**config.mk**
```make
export PLATFORM = sky130hd
export DESIGN_NAME = arp_reply_ctrl
export DESIGN_NICKNAME = d
export VERILOG_FILES = /design/src/rtl/arp_reply_ctrl.sv
export SDC_FILE = /design/constraint.sdc
export NUM_CORES = 1
export LEC_CHECK = 0
export BUFFER_PORTS_ARGS = -buffer_cell sky130_fd_sc_hd__buf_2
export CAP_MARGIN = 10
export CORE_MARGIN = 5
export CORE_UTILIZATION = 25
export CTS_CLUSTER_SIZE = 8
export DETAILED_ROUTE_END_ITERATION = 12
export GPL_ROUTABILITY_DRIVEN = 0
export PLACE_DENSITY = 0.53
export SLEW_MARGIN = 10
export SYNTH_ARGS = -nofsm -noshare
export SYNTH_HDL_FRONTEND = slang
export SYNTH_SLANG_ARGS = --single-unit
export TNS_END_PERCENT = 20
```
**constraint.sdc**
```tcl
create_clock -name clk -period 7.1 [get_ports clk]
set_input_delay 0.71 -clock clk [delete_from_list [all_inputs] [get_ports clk]]
set_output_delay 0.71 -clock clk [all_outputs]
set_load 0.03 [all_outputs]
```
**src/rtl/arp_reply_ctrl.sv**
```systemverilog
// arp_reply_ctrl: filters decoded ARP requests addressed to LOCAL_IP, queues reply jobs
// {sha,spa}, and arbitrates the single MAC TX path between ARP replies and the IP
// transmitter, with a forced inter-frame gap and a stuck-transmitter timeout.
module arp_reply_ctrl #(
    parameter logic [31:0] LOCAL_IP   = 32'hC0A80164,
    parameter int unsigned FIFO_DEPTH = 2,
    parameter int unsigned IFG_CYCLES = 24,
    parameter int unsigned TX_TIMEOUT = 4096
) (
    input  logic        clk,
    input  logic        rst,
    input  logic        i_arp_done,
    input  logic        i_arp_err,
    input  logic [47:0] i_arp_sha,
    input  logic [31:0] i_arp_spa,
    input  logic [31:0] i_arp_tpa,
    input  logic        i_ip_req,
    input  logic        i_ip_done,
    output logic        o_ip_grant,
    output logic        o_arp_tx_start,
    output logic [47:0] o_arp_tx_tha,
    output logic [31:0] o_arp_tx_tpa,
    input  logic        i_arp_tx_done,
    output logic        o_tx_timeout,
    output logic [7:0]  o_drop_cnt,
    output logic        o_busy
);
    localparam int unsigned PTR_W  = (FIFO_DEPTH > 1) ? $clog2(FIFO_DEPTH) : 1;
    localparam int unsigned CNT_W  = $clog2(FIFO_DEPTH + 1);
    localparam int unsigned WAIT_W = $clog2(TX_TIMEOUT + 1);
    localparam int unsigned GAP_W  = $clog2(IFG_CYCLES + 1);

    typedef enum logic [2:0] {StIdle, StArpStart, StArpWait, StIpWait, StGap} state_e;

    // Reply-job queue
    logic [79:0]       r_mem [FIFO_DEPTH];
    logic [PTR_W-1:0]  r_wr_ptr;
    logic [PTR_W-1:0]  r_rd_ptr;
    logic [CNT_W-1:0]  r_count;
    logic              r_arp_done_q;
    logic [7:0]        r_drop_cnt;

    // Arbiter / FSM state
    state_e            r_state;
    logic              r_last_arp;   // 1: ARP was served last, 0: IP was served last
    logic              r_start;
    logic              r_grant;
    logic              r_timeout;
    logic [47:0]       r_tha;
    logic [31:0]       r_tpa;
    logic [WAIT_W-1:0] r_wait_cnt;
    logic [GAP_W-1:0]  r_gap_cnt;

    logic              w_capture;
    logic              w_full;
    logic              w_pop;
    logic              w_push;
    logic              w_drop;
    logic              w_arp_pend;
    logic [79:0]       w_head;
    logic [WAIT_W-1:0] w_wait_nxt;
    logic              w_wait_hit;

    // A request counts only on the rising edge of the decoder's done level.
    assign w_capture  = i_arp_done & ~r_arp_done_q & ~i_arp_err & (i_arp_tpa == LOCAL_IP);
    assign w_full     = (r_count == CNT_W'(FIFO_DEPTH));
    assign w_pop      = (r_state == StArpStart) && (r_count != '0);
    // A pop in the same cycle frees the slot, so a push against a full queue still lands.
    assign w_push     = w_capture & (~w_full | w_pop);
    assign w_drop     = w_capture & w_full & ~w_pop;
    assign w_arp_pend = (r_count != '0);
    assign w_head     = r_mem[r_rd_ptr];
    assign w_wait_nxt = r_wait_cnt + 1'b1;
    assign w_wait_hit = (w_wait_nxt == WAIT_W'(TX_TIMEOUT));

    assign o_ip_grant     = r_grant;
    assign o_arp_tx_start = r_start;
    assign o_arp_tx_tha   = r_tha;
    assign o_arp_tx_tpa   = r_tpa;
    assign o_tx_timeout   = r_timeout;
    assign o_drop_cnt     = r_drop_cnt;
    assign o_busy         = (r_state != StIdle) || w_arp_pend;

    // Queue payload storage; contents are don't-care while the slot is not occupied.
    always_ff @(posedge clk) begin
        if (w_push) begin
            r_mem[r_wr_ptr] <= {i_arp_sha, i_arp_spa};
        end
    end

    // Queue pointers, occupancy, done-edge history and saturating drop counter.
    always_ff @(posedge clk) begin
        if (rst) begin
            r_wr_ptr     <= '0;
            r_rd_ptr     <= '0;
            r_count      <= '0;
            r_arp_done_q <= 1'b0;
            r_drop_cnt   <= 8'd0;
        end else begin
            r_arp_done_q <= i_arp_done;
            if (w_push) begin
                r_wr_ptr <= r_wr_ptr + 1'b1;
            end
            if (w_pop) begin
                r_rd_ptr <= r_rd_ptr + 1'b1;
            end
            case ({w_push, w_pop})
                2'b10:   r_count <= r_count + 1'b1;
                2'b01:   r_count <= r_count - 1'b1;
                default: r_count <= r_count;
            endcase
            if (w_drop && (r_drop_cnt != 8'hFF)) begin
                r_drop_cnt <= r_drop_cnt + 1'b1;
            end
        end
    end

    // TX-path arbiter FSM with registered start/grant/timeout/target outputs.
    always_ff @(posedge clk) begin
        if (rst) begin
            r_state    <= StIdle;
            r_last_arp <= 1'b0;
            r_start    <= 1'b0;
            r_grant    <= 1'b0;
            r_timeout  <= 1'b0;
            r_tha      <= 48'd0;
            r_tpa      <= 32'd0;
            r_wait_cnt <= '0;
            r_gap_cnt  <= '0;
        end else begin
            r_start   <= 1'b0;
            r_timeout <= 1'b0;
            unique case (r_state)
                StIdle: begin
                    // On a tie, the side not served last wins.
                    if (w_arp_pend && (!i_ip_req || !r_last_arp)) begin
                        r_state <= StArpStart;
                        r_start <= 1'b1;
                        r_tha   <= w_head[79:32];
                        r_tpa   <= w_head[31:0];
                    end else if (i_ip_req) begin
                        r_state    <= StIpWait;
                        r_grant    <= 1'b1;
                        r_last_arp <= 1'b0;
                        r_wait_cnt <= '0;
                    end
                end
                StArpStart: begin
                    r_state    <= StArpWait;
                    r_last_arp <= 1'b1;
                    r_wait_cnt <= '0;
                end
                StArpWait: begin
                    r_wait_cnt <= w_wait_nxt;
                    if (i_arp_tx_done) begin
                        r_state   <= StGap;
                        r_gap_cnt <= '0;
                    end else if (w_wait_hit) begin
                        // Job is abandoned, not retried.
                        r_timeout <= 1'b1;
                        r_state   <= StGap;
                        r_gap_cnt <= '0;
                    end
                end
                StIpWait: begin
                    r_wait_cnt <= w_wait_nxt;
                    if (i_ip_done) begin
                        r_grant   <= 1'b0;
                        r_state   <= StGap;
                        r_gap_cnt <= '0;
                    end else if (w_wait_hit) begin
                        r_grant   <= 1'b0;
                        r_timeout <= 1'b1;
                        r_state   <= StGap;
                        r_gap_cnt <= '0;
                    end
                end
                StGap: begin
                    if (r_gap_cnt == GAP_W'(IFG_CYCLES - 1)) begin
                        r_state <= StIdle;
                    end else begin
                        r_gap_cnt <= r_gap_cnt + 1'b1;
                    end
                end
                default: begin
                    r_state <= StIdle;
                end
            endcase
        end
    end

endmodule

```
Yosys cells after proc, flatten, opt, wreduce, memory -nomap -nowiden --
Memories as Yosys holds them, arrays and structs flattened. A register that Yosys moved wholly into a read port is not among the register bits. Cells that the tools add are included.
Cells by class: $add $sub $neg 7, equality and inequality tests 17, muxes and demuxes 31, bitwise gates (word level) 12, reductions and logical operators 23
Operators with widths (count):
- 13-bit one-hot mux with 3 select lines | 1
- 32-bit equality test, second input constant | 1
- 13-bit 2-to-1 mux | 2
- 5-bit 2-to-1 mux | 4
- 3-bit 2-to-1 mux | 6
- 3-bit one-hot mux with 5 select lines | 1
- 5-bit one-hot mux with 3 select lines | 1
- 13-bit by 1-bit adder with 13-bit output, second input constant | 1
- 13-bit equality test, second input constant | 1
- 1-bit 2-to-1 mux | 12
- 3-bit nonzero test | 3
- 8-bit by 1-bit adder with 8-bit output, second input constant | 1
- 2-bit inequality test, second input constant | 4
- 8-bit inequality test, second input constant | 1
- 2-bit nonzero test | 4
- 1-bit bitwise AND | 6
- 3-bit by 2-bit equality test with 1-bit output, second input constant | 2
- 3-bit inequality test, second input constant | 2
- 1-bit one-hot mux with 2 select lines | 3
- 2-bit AND reduction | 3
- 3-bit AND reduction | 2
- 5-bit by 1-bit adder with 5-bit output, second input constant | 1
- 5-bit equality test, second input constant | 1
- 1-bit NOT | 5
- other kinds (15) | 22
Storage, ports and cells: flip-flop bits (word level) 38, bits in writable memories 160, output and inout port bits 92, word-level logic and storage cells 103, memories 1
Memory list:
- r_mem | words 2, width 80, read ports 1, clocked after memory_dff 1, wr ports 1, line 36 | logic [79:0] r_mem [FIFO_DEPTH];

Logic depth before layout (Yosys ltp) --
Gate-level depths: netlist of the first run.
depth after elaboration 7, gate-level depth with buffers 9, mapped depth without buffers 8

Least setup slack after synthesis of the first run --
No wires, ideal clock.
path type input -> register, start point input port i_arp_tpa[28], end point memory r_mem[0][0], enable pin, arrival time 5.026 ns, setup slack 1.555 ns, stages 5, buffers on the path 0, cell sequence and4bb_2 > nand4_1 > nor4b_1 > inv_1 > nor2_1
On the way: longest elaborated chain between the ends 5
RTL lines:
- from (decl) | line 16 | input logic [31:0] i_arp_tpa,
- 32-bit equality test | line 65 | assign w_capture = i_arp_done & ~r_arp_done_q & ~i_arp_err & (i_arp_tpa == LOCAL_IP);
- 1-bit bitwise AND | line 65
- 1-bit bitwise AND | line 69 | assign w_push = w_capture & (~w_full | w_pop);
- 1-bit 2-to-1 mux | line 86 | if (w_push) begin
- 1-bit 2-to-1 mux (not written as such) | line 87 | r_mem[r_wr_ptr] <= {i_arp_sha, i_arp_spa};
- to (decl) | line 36
No other way between the ends.

Final worst setup path of the first run --
start point register r_state[0], end point memory r_mem[0][30], enable pin
On the way: longest elaborated chain between the ends 6
RTL lines:
- from (decl) | line 44 | state_e r_state;
- from (signal assigned) | line 121 | r_state <= StIdle;
- from (signal assigned) | line 137 | r_state <= StArpStart;
- from (signal assigned) | line 142 | r_state <= StIpWait;
- 3-bit by 1-bit equality test with 1-bit output | line 67 | assign w_pop = (r_state == StArpStart) && (r_count != '0);
- 1-bit logical AND | line 67
- 1-bit OR | line 69
- 1-bit bitwise AND | line 69
- 1-bit 2-to-1 mux | line 86
- 1-bit 2-to-1 mux (not written as such) | line 87
No other way between the ends.

==> summary by stage, run 1 <==
Outcome
The flow ran to the end, and the final reports show no timing, DRC or antenna violations.

Layout
The post-route standard cell area excluding fillers is 13,200 um2. The area added between synthesis and finish is 27.0%. For this run, the post-layout net count is 1,105. The finished layout holds 1,545 standard cells, fillers aside. The ratio of cells with drive above 1 in the final layout is 0.279. Fill cells in the final layout number 4,141.

Logic synthesis
For this run, the register share of the synthesized area comes to 0.690. The number of nets in the synthesized netlist is 895. The synthesized netlist occupies a cell area of 10,400 um2. In the synthesized netlist the dominant register cell turns out to be edfxtp_1.

Counting flops and latches in the post-synthesis netlist gives 278. The number of unique standard cell types used by synthesis is 60. The share of synthesized area in the top cell type comes to 0.462. The post-synthesis async set-or-reset flop share is 0.

The mean instance size in the synthesized netlist is 13.5 um2. Summed over all instances, the cell type with the most area after synthesis is edfxtp_1. The combinational family with the most area after synthesis is compound AO/OA/AOI/OAI gates. The synthesized-area fraction occupied by ao, oa, aoi and oai cells is 0.103. Of the total synthesized cell area, the portion taken by full adders, half adders and majority gates is 0.00482. The yosys synthesis warning count is 0.

The post-synthesis share of cell area spent on xor and xnor gates is 0.00674. Ranked by total cell area, the synthesized netlist is headed by edfxtp_1, dfxtp_1, mux2i_1, a211oi_1, nor2_1. The portion of netlist area occupied by mux cells is 0.0802.

The gate count of the mapped netlist is 772. The area share of and/or/nand/nor cells after synthesis is 0.0945. The number of flops mapped to enable cells by yosys is 160.

Clock tree
The clock insertion delay at the later pin of the skew report is 0.53 ns. The post-CTS setup buffer count is 0. CTS built an H-tree with a depth of 2. TritonCTS created 41 clock buffers. The clock tree from TritonCTS is done.

The number of hold buffers added after CTS was 0. The number of buffers on the longest clock path is 3. CTS saw 278 sinks. The library cell used as clock root buffer is clkbuf_16.

Gates resized during post-CTS repair numbered 0. The clock slew at the register clock pins of the worst setup and hold paths is 0.05 ns.

Global route
The global-route wire length before repair is 38,600 um. In the global route stage, overall resource usage came out at 0.108. The number of global-route vias before repair is 6,797. The initial antenna violation count came to 5. The pin count of the biggest net entering global routing is 163. The residual overflow from global routing is 0.

Power and ir drop
The largest vdd supply drop is 0.153 mV. The clock share of power is 0.479. The cell internal power dissipation is 0.00292 W. The sequential group share of total power is 0.464. The static leakage is 4.52 nW.

The reported net switching power is 0.000841 W. The switching part of the total power is 0.224. In this run the power density over the cells is 285 nW/um2. The share of total power in combinational logic is 0.057.

STA
Setup violations remaining at the end of the flow were counted as 0. The final-report max-slew violation count is 0. Derived from the worst setup path, the maximum achievable clock frequency is 0.287 GHz. The post-route clock period utilization is 0.490. Setup repair after global routing left no endpoint under its margin. After layout, the worst setup slack is 3.62 ns. The total negative slack for setup checks is 0 ns.

On the final layout, the worst hold slack is 0.367 ns. The time the worst path needs with I/O delays and setup is 3.48 ns. The total count of hold-check failures in the final report came to 0. For the pin with the worst max-slew slack, the measured transition is 1.05 ns. The worst slew slack as a fraction of its limit is 0.303. The setup skew after layout is 0.00868 ns.

Floorplan
The width of the die is 214 um. The number of cell rows is 74. After floorplanning, the core was sized to cover 41,000 um2. In this run the count of I/O pins placed on the die edge is 211. The initial standard-cell utilization of the core is 0.253. The die outline area is 45,700 um2. The floorplan die height is 214 um.

Critical path
STA classifies the critical path startpoint as a flip-flop. The type of the setup path with the least slack is reg2reg. For the worst setup path, the data arrival time is 3.68 ns. Setup slack on the worst reg-to-reg path comes out at 3.62 ns.

Along the worst path, the maximum fanout reaches 52. The worst setup path is captured at a flip-flop. STA puts the critical path data required time at 7.29 ns.

Job
The max-capacitance violation count is 0.

Routing
For this block, the via count after detailed routing is 6,799. After detailed routing, the number of remaining DRC violations is 0. The number of DRC violations after detailed-routing iteration 0 is 348.

Summed over all layers, the routed wires come to 25,100 um. The remaining number of nets flagged by the antenna check after routing is 0. Using the TritonRoute via totals, the vias-per-cell ratio works out to 4.40.

The detailed-router iteration count before antenna repair is 4. After detailed routing, the average wire length per cell comes to 16.3 um.

Placement
The count of input and output buffers is 210. The wire-length estimate of the detail-placed layout is 15,700 um. The total cell area at the placement stage is 12,000 um2. Counting tap cells, the placed design contains a total of 1,471 instances. The setup slack after placement is 3.08 ns.

Min path
The worst hold-check path type is in2reg.
## kinds of logic (layout without fill, tap and decap cells)
group                    count (synthesis)  after routing
AO/OA/AOI/OAI                          148            148
adder cells (fa/ha/maj)                  4              4
AND/OR/NAND/NOR                        199            199
other                                    0              1
XOR/XNOR                                 8              8
multiplexers                            83             83
flip-flops                             278            278
buffers and inverters                   52            292
## worst paths after layout
| path | from | cells after the start | endpoint |
|---|---|---|---|
| max | r_state[0] | 6 | r_mem[0][30] |
| min | i_arp_sha[46] | 1 | r_mem[1][78] |
| max reg2reg | r_state[0] | 6 | r_mem[0][30] |
| min reg2reg | o_arp_tx_tpa[10] | 2 | o_arp_tx_tpa[10] |
## power groups by stage
stage | Clock [W] | Combinational (W) | Sequential (W)
after floorplan | 0 | 0.000133 | 0.00177
after global placement | 0 | 0.000215 | 0.00177
after detailed placement | 0 | 0.000214 | 0.00177
after CTS | 0.00188 | 0.000215 | 0.00174
after global routing | 0.00195 | 0.000240 | 0.00175
final | 0.00180 | 0.000214 | 0.00174
## Yosys cell counts, types with 4 or more instances
master / instances
a211oi_1: 82
xor2_1: 5
clkbuf_1: 34
nand3_1: 8
nand2_1: 21
o21ai_1: 4
o21ai_0: 14
or3_1: 8
and2_1: 4
nand4_1: 5
nor4b_1: 4
nor2b_1: 6
ha_1: 4
mux2i_1: 81
nor2_1: 112
buf_2: 12
a31oi_1: 5
dfxtp_1: 118
edfxtp_1: 160
nand3b_1: 5
a21oi_1: 16
a311oi_1: 5
## placed cells by master, fill, tap and decap left out, types with 3 or more instances in the layout
master,synthesis,routed
nand4_1,5,5
clkbuf_1,34,28
or4_1,3,3
a311oi_1,5,5
buf_2,12,209
a211oi_1,82,82
a21oi_1,16,16
mux2i_1,81,81
nor2b_1,6,6
inv_1,3,3
nor4b_1,4,4
a31oi_1,5,5
o21ai_1,4,4
o22ai_1,3,3
nand3_1,8,8
clkbuf_16,0,43
nor3_1,3,3
and2_1,4,3
dfxtp_1,118,117
nand3b_1,5,5
edfxtp_1,160,160
xor2_1,5,5
nor2_1,112,111
xnor2_1,3,3
or3_1,8,8
o21ai_0,14,14
nand2_1,21,21
buf_4,0,5
ha_1,4,4
## per-layer routing
metal,global-route usage,vias to the layer above,share of wire
met4,0.0303,8,0.020
met2,0.171,169,0.47
li1,-,3344,-
met1,0.141,3233,0.43
met5,0,-,0.0023
met3,0.0382,45,0.072
## registers in the layout, summed over array words and instances, names as in the netlist, 2 cells and up
register,cells
r_count,2
r_wait_cnt,13
o_arp_tx_tha,48
o_drop_cnt,8
o_arp_tx_tpa,32
r_mem,160
r_state,3
r_gap_cnt,5
## area by class of cell
| cell class | count | area, um2 | area share |
|---|---|---|---|
| Sequential cell | 278 | 7170 | 0.543 |
| Multi-Input combinational cell | 442 | 3020 | 0.229 |
| Clock buffer | 71 | 1180 | 0.0895 |
| Timing Repair Buffer | 216 | 1120 | 0.0851 |
| Tap cell | 532 | 666 | 0.0504 |
| Clock inverter | 2 | 17.5 | 0.00133 |
| Inverter | 3 | 11.3 | 0.000853 |
| Antenna cell | 1 | 2.50 | 0.000190 |
## critical path, cell delays in order, from the launching register on
cell and delay [ns]:
dfxtp_1 0.47, or3b_2 0.53, nand2_1 0.10, nor4b_1 0.61
inv_1 0.20, nor2_4 0.81, buf_12 0.39
## per-stage QoR
step | util | power [W]
finish | 0.322 | 0.00376
floorplan | - | 0.00190
detailed placement | 0.292 | 0.00199
CTS | 0.322 | 0.00383
global route | 0.322 | 0.00393
global placement | 0.292 | 0.00199
(Power assumes the default switching activity.)
==> inputs of run 2 (changes only) <==
--- a/config.mk
+++ b/config.mk
@@ -12,7 +12,7 @@
 export CTS_CLUSTER_SIZE = 8
 export DETAILED_ROUTE_END_ITERATION = 12
 export GPL_ROUTABILITY_DRIVEN = 0
-export PLACE_DENSITY = 0.53
+export PLACE_DENSITY = 0.54
 export SLEW_MARGIN = 10
 export SYNTH_ARGS = -nofsm -noshare
 export SYNTH_HDL_FRONTEND = slang
==> constraint.sdc (replaced) <==
create_clock -name clk -period 3 [get_ports clk]
set_input_delay 0.3 -clock clk [delete_from_list [all_inputs] [get_ports clk]]
set_output_delay 0.3 -clock clk [all_outputs]
set_load 0.03 [all_outputs]
==> run 2 against run 1 <==
Against the previous run: worst setup slack lost 3.0 ns; highest routed layer is now met4; critical path type unchanged; utilization grew 2.3 points; critical path depth is the same; clock power grew 140%; hold slack lost 0.28 ns; sequential share of layout area shrank 3.7 points.
==> summary by stage, run 2 (synthesis gave the netlist of run 1 again) <==
Clock tree
The number of buffers on the longest clock path is 3. After clock tree synthesis, the clock-pin slew on the worst setup and hold paths is 0.05 ns. For the worst-skew pair, the clock arrives at the later sink with an insertion delay of 0.53 ns. The post-CTS setup buffer count is 0. The clock tree from TritonCTS is done.

The tree is rooted in a clkbuf_16. After clock tree synthesis, the repair step resized 0 gates. The total CTS buffers is 41.

The clock drives 278 sinks. The clock tree synthesis step divided the H-tree into 2 levels.

Layout
The ratio of cells with drive above 1 in the final layout is 0.264. Relative to the synthesized area, the layout overhead comes to 36.2%. The register with the most flip-flops in the layout has 160 of them. In the final design database the tool counted 1,192 nets.

The library cells used most frequently in the layout, excluding fill and tap cells, are buf_2, edfxtp_1, dfxtp_1. Leaving out fill and tap cells, the most frequent cell in the layout is buf_2. Ranked by flip-flop count, first place goes to r_mem. The antenna diode count is 0.

Critical path
The maximum single-stage delay on the critical path is 0.53 ns. The cell family contributing the most delay on the critical path is simple AND/OR/NAND/NOR gates. Data on the critical path arrives at its endpoint at 2.60 ns. The slowest stage of the critical path belongs to the cell or3b_2.

Traced cell by cell, the critical path runs through or3b_2, nand2_1, nor4b_4, inv_1, nor2_4, buf_12. The worst setup path is of the reg2reg kind. Counting buffers and inverters, the worst setup path is 6 cells deep. The number of buffer and inverter stages on the critical path is 2. The worst reg2reg path depth is 6.

The critical path endpoint category is a flip-flop. The required time reported for the critical path endpoint is 3.17 ns. Of all nets on the critical path, the largest fanout is 63.

The type of origin of the critical path is a flip-flop.

Routing
The routed design has 25,900 um of wire. Dividing the detail-routed via count by the number of cells gives 4.37. For this run, the detailed router's first-pass iteration total came to 4. The number of DRC violations after detailed-routing iteration 0 is 367. The remaining number of nets flagged by the antenna check after routing is 0. After detailed routing, the average wire length per cell comes to 15.9 um.

The count of unresolved DRC violations after routing is 0. The routed via count is 7,130.

STA
The time the worst path needs with I/O delays and setup is 2.43 ns. The actual transition at the worst max-transition pin is 1.01 ns. Of the available clock period, the critical path in the final layout requires 0.809.

Headroom to the max-slew limit came out at 0.325. The total count of hold-check failures in the final report is 0. Setup violations remaining at the end of the flow were counted as 0. Adding up every negative setup slack in the final design gives 0 ns. The peak clock frequency supported by timing is 0.412 GHz. Setup repair after global routing left no endpoint under its margin. The final-report max-slew violation count is 0.

Across the routed clock network, the largest skew measured is 0.0189 ns.

Global route
Entering global routing, the biggest net connects 107 pins. The initial antenna violation count is 0. The global-route wire length before repair is 40,000 um.

The total track usage is 0.111. The number of global-route vias before repair was 7,186. The residual overflow from global routing is 0.

Floorplan
The initial utilization of the core area, before any placement, comes to 0.253. The die covers 45,700 um2. After floorplanning, the core was divided into 74 placement rows. In this run the count of I/O pins placed on the die edge is 211.

The floorplan die height is 214 um. The core region is 41,000 um2. The width of the die is 214 um.

Power and ir drop
Summed over all nets, the switching power comes to 0.00200 W. Internal power comes to 0.00707 W. The largest vdd supply drop is 0.349 mV. The power per standard cell area is 641 nW/um2. Of the total power, registers draw 0.455.

The share of total power in combinational logic is 0.065. The share of total power dissipated in the clock network is 0.480. The completed layout was analyzed and its total power is 0.00907 W. The static leakage is 4.93 nW. Of the total power, the share spent switching nets is 0.220.

Outcome
The flow ran to the end, and the final reports show no timing, DRC or antenna violations.

Min path
The cell count of the worst hold path is 3. The worst hold-check path type is in2reg.

Placement
The estimated wirelength of the detail-placed design is 16,600 um. The count of input and output buffers is 210.

Job
The max-capacitance violation count is 0.
## run 2: cell types whose count changed in the layout (fill, tap and decap cells not counted), sizes merged
cell	previous run	this run
dlygate4sd3	0	81
buf	216	222
bufinv	0	1
clkbuf	71	70
clkinv	1	0
diode	1	0
## run 2: worst paths after layout
check	startpoint	endpoint	slack, ns
max	r_state[0]	r_mem[0][19]	0.57
min	i_ip_done	r_state[0]	0.09
max reg2reg	r_state[0]	r_mem[0][19]	0.57
min reg2reg	o_arp_tx_tha[45]	o_arp_tx_tha[45]	0.49
## run 2: area by class of cell
class	count	area [um2]
Tap cell	532	666
Clock buffer	70	1190
Inverter	3	11.3
Timing Repair Buffer	303	2040
Fill cell	4034	26900
Multi-Input combinational cell	442	3040
Clock inverter	2	38.8
Sequential cell	278	7170
## run 2: metrics by stage
step                       util  setup slack, ns  instance area, um2  cells  hold WS, ns
after detailed placement  0.295            0.492               12100   1477        0.488
after floorplan               -           0.0295               10400    772        0.399
after global placement    0.295            0.502               12100   1477        0.479
after CTS                 0.345            0.561               14200   1630       0.0489
final                     0.345            0.574               14200   1630       0.0914
after global routing      0.345            0.441               14200   1630       0.0805
## run 2: timing repair
item | 4_1_cts | 5_1_grt
endpoints found under the hold margin | 161 | 0
endpoints found under the setup margin | 0 | 0
hold buffers | 81 | 0
## run 2: power by group through the flow
stage / logic, W / clock network, W / registers (W)
after global placement: 0.000503 / 0 / 0.00420
final: 0.000588 / 0.00436 / 0.00413
after floorplan: 0.000314 / 0 / 0.00418
after CTS: 0.000594 / 0.00451 / 0.00412
after global routing: 0.000650 / 0.00468 / 0.00413
after detailed placement: 0.000509 / 0 / 0.00420
## run 2: routing by layer
layer / GRT usage / vias to the layer above / part of all wire
li1: - / 3531 / -
met1: 0.143 / 3382 / 0.44
met2: 0.179 / 165 / 0.47
met3: 0.0361 / 52 / 0.065
met4: 0.0360 / 0 / 0.025
met5: 0 / - / 0
## run 2: worst register-to-register path, cell delays in order, from the launching register on
cell	delay (ns)
dfxtp_1	0.45
or3b_2	0.53
nand2_1	0.08
nor4b_4	0.29
inv_1	0.15
nor2_4	0.16
buf_12	0.30
==> inputs of run 3 (changes only) <==
==> constraint.sdc (replaced) <==
create_clock -name clk -period 2 [get_ports clk]
set_input_delay 0.2 -clock clk [delete_from_list [all_inputs] [get_ports clk]]
set_output_delay 0.2 -clock clk [all_outputs]
set_load 0.03 [all_outputs]
==> run 3 against run 2 <==
Against the previous run: combinational power rose by 84%; the flow now finishes with violations (negative setup slack); critical path type unchanged; largest cell class unchanged; power rose by 50%; hold slack got worse by 0.028 ns; sequential power rose by 49%; non-clock buffer count rose by 62; sequential share of layout area fell by 2.8 points; highest routed layer unchanged.
==> summary by stage, run 3 (synthesis gave the netlist of run 1 again) <==
Clock tree
The H-tree was split into 2 levels. The clock slew at the register clock pins of the worst setup and hold paths is 0.05 ns. TritonCTS built the clock tree. The library cell used as clock root buffer is clkbuf_16. The total CTS buffers is 41. The number of clock sinks is 278. The longest clock path from root to sink contains 3 buffers. The clock insertion delay at the later pin of the skew report is 0.54 ns.

STA
The actual transition at the worst max-transition pin is 0.867 ns. The setup skew after layout is 0.0185 ns. Dividing the final minimum period by the clock period gives 1.04. The routed design could run at a clock period as short as 2.08 ns. In this run the tightest slew margin relative to its limit is 0.422. The final-report max-slew violation count came to 0. Timing would allow up to 0.481 GHz. The slack of the critical path is -0.0796 ns. Setup repair after global routing could not meet its margin everywhere. The total count of hold-check failures in the final report came to 0. Setup violations remaining at the end of the flow were counted as 125.

The total negative slack for setup checks is -5.61 ns.

Critical path
Data on the critical path is required at its endpoint by 2.24 ns. The type of origin of the critical path is a flip-flop. By startpoint and endpoint, the worst setup path is classified as reg2reg.

The setup check on the worst reg-to-reg path leaves a slack of -0.08 ns. The critical path endpoint category is a flip-flop. The data arrival at the endpoint of the critical path is 2.32 ns.

Along the worst path, the maximum fanout reaches 8.

Global route
Entering global routing, the biggest net connects 53 pins. The residual overflow from global routing is 0. The number of global-route vias before repair is 7,465. Across every metal layer, demand over resource in global routing totals 0.113.

The initial antenna violation count was 0. The first global-routing pass estimated 40,500 um of wire.

Routing
The number of DRC violations after detailed-routing iteration 0 is 278. Across all layers, the routed design uses 7,371 vias. Before antenna repair, the detailed router went through 4 iterations. The average via count per standard cell is 4.35.

The aggregate routed wire length is 27,500 um. The detail route stage leaves a number of antenna-violating nets equal to 0. The count of unresolved DRC violations after routing is 0. The detail-routed net length per standard cell is 16.3 um.

Layout
In the final layout, flip-flops and latches occupy 7170 um2. Ranked by flip-flop count, first place goes to r_mem. The area added between synthesis and finish is 44.4%. In the final design database the tool counted 1,254 nets. After the flow finishes, the layout carries non-filler instances totaling 1,693. Leaving out fill and tap cells, the most frequent cells in the layout are buf_2, edfxtp_1, dfxtp_1. The layout has 3,964 filler cells. The multi-input gate area in the final layout is 3140 um2. The number of flip-flops under the largest register name is 160. The antenna diode count is 0. The most common cell after layout, fill and taps aside is buf_2. The post-route standard cell area excluding fillers is 15,000 um2. The ratio of cells with drive above 1 in the final layout is 0.314.

Power and ir drop
Internal power comes to 0.0106 W. The power per standard cell area is 908 nW/um2. The clock share of power is 0.469. The largest vdd supply drop is 0.711 mV. The post-route total power is 0.0136 W. Of the total power, the share spent switching nets is 0.223. For this design the total switching power over the nets is 0.00304 W. The static leakage is 5.34 nW. The share of total power in combinational logic is 0.079. The sequential group share of total power is 0.451.

Outcome
The flow ran to the end, but the final reports show violations. The final reports fail on negative setup slack.

Floorplan
The initial standard-cell utilization of the core is 0.253. The die covers 45,700 um2. The number of cell rows is 74. After floorplanning, the core was sized to cover 41,000 um2. The number of top-level pins is 211. The width of the die is 214 um. The floorplan step set the die height to 214 um.

Placement
Detailed placement ended at an HPWL of 16,300 um. The setup slack after placement is -0.184 ns. The number of cells after detailed placement is 1,517. The total cell area at the placement stage is 12,500 um2. Input and output buffers added on the ports amount to 210.

Min path
The worst hold path belongs to the class in2reg.

Job
Max-cap violations in this run came to 0.
==> run 3: changes by cell type in the layout (fill, tap and decap cells not counted), moves of 4 or more <==
cell / previous run / this run
buf_4: 6 / 45
a211oi_1: 82 / 78
buf_12: 7 / 12
buf_16: 0 / 6
clkbuf_16: 43 / 47
a211oi_2: 0 / 4
==> run 3: through the flow <==
stage / util / hold slack (ns)
global placement: 0.304 / 0.387
global route: 0.366 / 0.0437
CTS: 0.358 / 0.0205
floorplan: - / 0.299
detailed placement: 0.304 / 0.391
finish: 0.366 / 0.0631
==> run 3: layout make-up <==
class / count / share of cell area
clock buffers: 69 / 0.0761
clock inverters: 4 / 0.00350
inverters: 3 / 0.000750
multi-input cells: 442 / 0.209
flip-flops and latches: 278 / 0.478
well taps: 532 / 0.0444
repair buffers: 365 / 0.188
==> run 3: worst paths after layout <==
kind / startpoint / end / cells past startpoint
worst max-delay path: r_arp_done_q / r_mem[1][50] / 7
worst min-delay path: rst / r_state[2] / 2
worst max register to register: r_arp_done_q / r_mem[1][50] / 7
worst min register to register: o_arp_tx_tha[46] / o_arp_tx_tha[46] / 2
==> run 3: worst max-delay path, stage by stage, from the launching register on <==
cell and delay, ns:
dfxtp_2 0.32, nor4b_4 0.20, nand4_1 0.20, nor4b_4 0.38, buf_4 0.17, and2_4 0.16
buf_12 0.16, clkbuf_16 0.17
==> run 3: timing repair <==
item	4_1_cts	5_1_grt
hold buffers	83	0
pin swaps	6	17
gates cloned	2	11
gates resized for setup	12	22
setup buffers	4	4
endpoints found under the setup margin	176	241
hold endpoints to repair	164	0
==> run 3: routing by layer <==
| metal | routed length [um] | track usage |
|---|---|---|
| met2 | 13700 | 0.193 |
| met3 | 1540 | 0.0351 |
| met4 | 633 | 0.0368 |
| met5 | 0 | 0 |
| met1 | 11600 | 0.135 |
==> run 3: power by group through the flow <==
| stage | logic (W) | registers [W] | clock network, W |
|---|---|---|---|
| after floorplan | 0.000491 | 0.00628 | 0 |
| after global placement | 0.000906 | 0.00625 | 0 |
| after detailed placement | 0.000924 | 0.00625 | 0 |
| after CTS | 0.00106 | 0.00614 | 0.00664 |
| after global routing | 0.00120 | 0.00615 | 0.00690 |
| final | 0.00108 | 0.00615 | 0.00639 |
